[src/rtl/program_loader_pkg.sv]
// Shared definitions for the program loader and the debug unit.
//   - Loader FSM state encoding
//   - Halt instruction pattern that terminates a program download
//   - Default datapath widths
package program_loader_pkg;

  localparam int unsigned DEF_NB_MEM_WIDTH   = 8;
  localparam int unsigned DEF_NB_IM_DEPTH    = 8;
  localparam int unsigned DEF_NB_INSTRUCTION = 32;

  localparam logic [31:0] HALT_WORD = 32'hFFFF_FFFF;

  typedef enum logic [1:0] {
    StIdle = 2'd0,
    StLoad = 2'd1,
    StDone = 2'd2
  } loader_state_e;

endpackage

[src/rtl/program_loader.sv]
// Program loader: streams bytes from a UART receiver into instruction memory.
// Loading starts on i_start and ends when a word-aligned halt instruction has
// been written or when the memory is full (the latter flags o_overflow).
//
// Ports
//   i_clock, i_reset          clock, asynchronous active-high reset
//   i_start                   one-cycle request to (re)start a download
//   i_rx_data/i_rx_valid      incoming byte, handshaked with o_rx_ready
//   o_im_enable               instruction-memory enable
//   o_im_write_enable/_data/_addr  one-cycle write strobe per accepted byte
//   o_loading/o_done          FSM status
//   o_overflow                memory filled without a halt word
module program_loader
  import program_loader_pkg::*;
#(
  parameter int unsigned NB_MEM_WIDTH   = DEF_NB_MEM_WIDTH,
  parameter int unsigned NB_IM_DEPTH    = DEF_NB_IM_DEPTH,
  parameter int unsigned NB_INSTRUCTION = DEF_NB_INSTRUCTION
) (
  input  logic                    i_clock,
  input  logic                    i_reset,
  input  logic                    i_start,
  input  logic [NB_MEM_WIDTH-1:0] i_rx_data,
  input  logic                    i_rx_valid,
  output logic                    o_rx_ready,
  output logic                    o_im_enable,
  output logic                    o_im_write_enable,
  output logic [NB_MEM_WIDTH-1:0] o_im_write_data,
  output logic [NB_IM_DEPTH-1:0]  o_im_write_addr,
  output logic                    o_loading,
  output logic                    o_done,
  output logic                    o_overflow
);

  localparam int unsigned NbShift = NB_INSTRUCTION - NB_MEM_WIDTH;
  // Index of the byte that completes an instruction word.
  localparam logic [1:0]  LastIdx = 2'(NB_INSTRUCTION / NB_MEM_WIDTH - 1);

  loader_state_e r_state;
  loader_state_e w_state_d;

  logic [NB_IM_DEPTH-1:0]    r_addr;
  logic [1:0]                r_idx;
  logic [NbShift-1:0]        r_shift;
  logic                      r_we;
  logic [NB_MEM_WIDTH-1:0]   r_wdata;
  logic [NB_IM_DEPTH-1:0]    r_waddr;
  logic                      r_overflow;

  logic                      w_accept;
  logic                      w_start;
  logic                      w_halt;
  logic                      w_full;
  logic [NB_INSTRUCTION-1:0] w_word;

  assign w_accept = i_rx_valid && (r_state == StLoad);
  // Start is ignored while a download is in progress.
  assign w_start  = i_start && (r_state != StLoad);
  // Word being completed by the incoming byte; first byte is most significant.
  assign w_word   = {r_shift, i_rx_data};
  assign w_halt   = w_accept && (r_idx == LastIdx) &&
                    (w_word == NB_INSTRUCTION'(HALT_WORD));
  assign w_full   = w_accept && (r_addr == '1);

  always_comb begin
    w_state_d = r_state;
    unique case (r_state)
      StIdle:  if (i_start) w_state_d = StLoad;
      StLoad:  if (w_halt || w_full) w_state_d = StDone;
      StDone:  if (i_start) w_state_d = StLoad;
      default: w_state_d = StIdle;
    endcase
  end

  always_ff @(posedge i_clock or posedge i_reset) begin
    if (i_reset) begin
      r_state    <= StIdle;
      r_addr     <= '0;
      r_idx      <= '0;
      r_shift    <= '0;
      r_we       <= 1'b0;
      r_wdata    <= '0;
      r_waddr    <= '0;
      r_overflow <= 1'b0;
    end else begin
      r_state <= w_state_d;
      r_we    <= w_accept;
      if (w_accept) begin
        r_wdata <= i_rx_data;
        r_waddr <= r_addr;
      end
      if (w_start) begin
        r_addr     <= '0;
        r_idx      <= '0;
        r_overflow <= 1'b0;
      end else if (w_accept) begin
        // Saturate at the last address; the FSM leaves LOAD on that byte.
        if (!w_full) r_addr <= r_addr + NB_IM_DEPTH'(1);
        r_idx   <= r_idx + 2'd1;
        r_shift <= w_word[NbShift-1:0];
        if (w_full && !w_halt) r_overflow <= 1'b1;
      end
    end
  end

  assign o_rx_ready        = (r_state == StLoad);
  assign o_loading         = (r_state == StLoad);
  assign o_done            = (r_state == StDone);
  // Kept high through the final strobe, which lands after the FSM left LOAD.
  assign o_im_enable       = (r_state == StLoad) || r_we;
  assign o_im_write_enable = r_we;
  assign o_im_write_data   = r_wdata;
  assign o_im_write_addr   = r_waddr;
  assign o_overflow        = r_overflow;

endmodule
[config.mk]
export PLATFORM = sky130hd
export DESIGN_NAME = program_loader
export DESIGN_NICKNAME = d
export VERILOG_FILES = /design/src/rtl/program_loader_pkg.sv /design/src/rtl/program_loader.sv
export SDC_FILE = /design/constraint.sdc
export NUM_CORES = 1
export LEC_CHECK = 0
export CORE_UTILIZATION = 25
export DETAILED_ROUTE_END_ITERATION = 6
export HOLD_SLACK_MARGIN = 0.02
export RECOVER_POWER = 100
export SYNTH_ARGS = -nofsm -noshare
export SYNTH_HDL_FRONTEND = slang
export SYNTH_SLANG_ARGS = --single-unit
[constraint.sdc]
create_clock -name i_clock -period 1.7 [get_ports i_clock]
set_clock_uncertainty 0.2 [all_clocks]
set_input_delay 0.17 -clock i_clock [delete_from_list [all_inputs] [get_ports i_clock]]
set_output_delay 0.17 -clock i_clock [all_outputs]
set_load 0.01 [all_outputs]
==> impl.org <==
** Run status
- The flow ran to the end, but the final reports show violations.
- Violated checks :: DRC, setup timing

** Worst setup path
- Crit. End Element :: flop
- In this run the critical register-to-register path is captured at r_addr[1].
- Required time of the critical path :: approximately 1.7 ns
- The worst setup path is launched from a flop.
- Arrival time worst endpoint :: ~1.8 ns
- Measured in cells, the most critical reg-to-reg path has a length of 5.
- Of all nets on the critical path, the largest fanout is 5.
- The setup check on the worst reg-to-reg path leaves a slack of -0.06 ns.
- By startpoint and endpoint, the worst setup path is classified as reg2reg.
- Startpoint of the most critical register-to-register path :: r_addr[1]

** Logic synthesis
- In this run, synthesis produced a sequential element count of 54.
- After synthesis, the mean cell area works out to between 9 and 10 um^2.
- The number of nets handed over by synthesis was between 200 and 300.
- The cell count after synthesis came out at 241.
- Syn Std Cell Area :: approximately 0.0022 mm^2
- Most area-hungry cell type in the Yosys netlist :: dfrtp_1
- After synthesis, the largest area contributor takes up between 60% and 70% of total cell area.
- Number of enable-type register cells in the synthesized netlist :: 0
- Most common flop cell mapped by yosys :: dfrtp_1
- Synth unique cells :: 33
- Warning count from the yosys run :: 0
- Async set-reset flop share out of synthesis :: 100%
- Sequential area share after synthesis :: about three fifths
- By area the synthesized netlist is led by dfrtp_1, nand2_1, nand4_1.

** STA
- Final clock period utilization by the worst path :: 103%
- For the pin with the worst max-slew slack, the measured transition is 0.740 ns.
- Worst setup margin :: -0.0581 ns
- Setup total negative slack on the finished layout was measured at -0.179 ns.
- Based on the critical path, the design can be clocked at up to 569 MHz.
- The number of hold violations in the final report is 0.
- Final Setup Violations :: 6
- The worst pin sits at a relative slew slack of 50.6%.
- Setup repair after global routing missed its margin :: yes
- Smallest hold slack :: about 0.24 ns
- Subtracting the final worst setup slack from the clock period gives about 1.8 ns.
- The number of slew-limit violations in the final report came to 0.

** Detailed routing
- Via/cell ratio :: between 4 and 5
- Post-detailed-route DRC marker count :: 2
- The count of nets left with antenna violations once routing finished came out at 0.
- WL final :: roughly 5300 um
- The first TritonRoute pass finished after 6 iterations.
- Detailed-route via count :: approximately 1900
- Wire length per cell :: roughly 13 um
- Initial detailed-routing violation count :: about 120

** GRT
- Total GRT Usage :: between 10% and 20%
- Entering global routing, the biggest net connects 55 pins.
- Via count of the first global-routing pass :: around 1800
- The number of antenna violations at the first check in global routing was 0.
- Global-route wire length before repair :: around 8500 um
- The total overflow left after global routing is 0.

** Cells and area
- The repair_antennas step left the layout with diodes totalling 0.
- For this run, the post-layout net count is approximately 320.
- Growth of design area from synthesis to finish :: 39.3%
- Excluding fillers, the count of instances in the completed layout stands at 417.
- Finished Core Util :: a little over a third
- Post-route cell area :: just over 0.003 mm^2
- Layout cell share with drive strength beyond 1 :: slightly below 20%

** Floorplanning
- Std cell rows :: 34
- Measured along the x axis, the die boundary spans around 96 um.
- Pin placement for this block handled 34 I/O pins.
- The floorplan step set the die height to just under 100 um.
- The core region is ~0.0087 mm^2.
- The initial utilization of the core area, before any placement, comes to roughly a quarter.
- The die covers approximately 0.009 mm^2.

** Clock network
- Number of buffers inserted by hold repair at cts :: 0
- Clk pin slew, worst setup/hold paths :: between 0.1 and 0.15 ns
- Clock network latency to the later pin of the worst-skew pair :: 0.31 ns
- In this run, CTS created clock tree buffers numbering 5.
- Root Buffer :: clkbuf_8
- The clock passes through at most 2 buffers.
- Clock tree synthesis found a total of between 50 and 60 sinks.
- TritonCTS built the clock tree.
- Number of levels the H-tree was split into :: 2

** Power and ir drop
- VDD sags by at most ~0.00040 V.
- Cell Pwr Density :: approximately 1100 mW/mm^2
- The analysis attributes to cell leakage a power of 1.52 nW.
- After layout, the design draws a total of roughly 3.3 mW.

** Worst hold path
- In this run the worst hold path is classified as in2reg.
- Worst Hold End :: o_im_write_data[6]
- The startpoint identified for the worst hold timing path is i_rx_data[6].
- Worst hold path stage count :: 3

** Place
- Summed over all nets, the half-perimeter wirelength after detailed placement is ~3500 um.
- Including well taps, the total number of placed cells is just over 400.
- After detailed placement, the total cell area comes to just under 0.003 mm^2.
- The congestion estimate from routability-driven global placement came to 0.712.
- Port Buffers :: 33
- Setup Slack @ Placement :: -0.328 ns

** Job
- Across the run, the number of max-cap violations was 0.
[logic make-up after synthesis]
group,share of synthesized area (%)
simple gates,29.4
flops,60.8
buf+inv,2.76
compound gates,4.22
xor+xnor,0.788
mux,0.900
fa+ha+maj,1.13
[routing by layer]
metal / part of all wire (%) / wire length, um / up-vias / GRT usage [%]
met5: 0 / 0 / - / 0
met4: 1.7 / 89 / 0 / 3.55
met3: 3.6 / 194 / 7 / 2.37
met2: 46 / 2450 / 33 / 17.5
met1: 49 / 2590 / 907 / 17.2
li1: - / - / 912 / -
[flip-flops by register name, summed over array words and instances (netlist names)]
register	cells
r_shift	24
o_im_write_addr	8
o_im_write_data	8
r_addr	8
r_idx	2
r_state	2
o_im_write_enable	1
o_overflow	1
[area by class of cell]
type                            count  area (um^2)
Inverter                            6         22.5
Fill cell                         929         5580
Tap cell                          108          135
Clock buffer                        5         68.8
Multi-Input combinational cell    172          881
Timing Repair Buffer               69          609
Sequential cell                    54         1350
Clock inverter                      3         28.8
[worst max-delay path by stage]
stage | startpoint | depth (start not counted) | endpoint
CTS | r_shift[19] | 4 | o_overflow
global route | r_shift[6] | 4 | o_overflow
finish | r_addr[1] | 5 | r_addr[1]
global placement | i_rx_data[6] | 5 | o_overflow
floorplan | i_reset | 1 | o_im_write_addr[0]
detailed placement | i_rx_valid | 5 | r_addr[7]
[cell usage after synthesis, types with 2 or more instances]
| master | number |
|---|---|
| buf_1 | 6 |
| dfrtp_1 | 54 |
| ha_1 | 2 |
| inv_1 | 5 |
| mux2i_1 | 2 |
| nand2_1 | 118 |
| nand2b_1 | 3 |
| nand3_1 | 5 |
| nand4_1 | 9 |
| nor2_1 | 6 |
| nor2b_1 | 2 |
| nor3_1 | 3 |
| o211ai_1 | 3 |
| o21ai_0 | 2 |
| o31ai_1 | 3 |
[critical path, cell delays in order, from the launching register on]
cell and delay, ns:
dfrtp_1 0.37, ha_2 0.19, nand4_1 0.29, o21ai_4 0.35, mux2i_1 0.21, nor2_1 0.05
[layout by cell type (no fill, tap or decap), types with 2 or more instances in the layout]
cell	n
buf_12	2
buf_4	31
clkbuf_2	4
clkbuf_8	5
clkdlybuf4s50_1	28
clkinv_4	2
dfrtp_1	54
ha_2	2
inv_1	3
inv_2	2
mux2i_1	2
nand2_1	118
nand2b_1	2
nand3_1	5
nand4_1	9
nor2_1	6
nor2b_1	2
nor3_1	2
o211ai_1	3
o21ai_0	2
o31ai_1	2
or4_4	2
[power by group]
part / internal (mW) / total (mW) / switching (mW)
Combinational: 0.446 / 0.854 / 0.408
Sequential: 1.52 / 1.68 / 0.162
Clock: 0.306 / 0.771 / 0.465
[repair_timing]
action                                  4_1_cts  5_1_grt
resized for setup                             9       14
endpoints found under the setup margin       16       12
pin swaps                                     0        8
buffers inserted                              4        2
No activity file was read; power rests on OpenSTA's default activity.
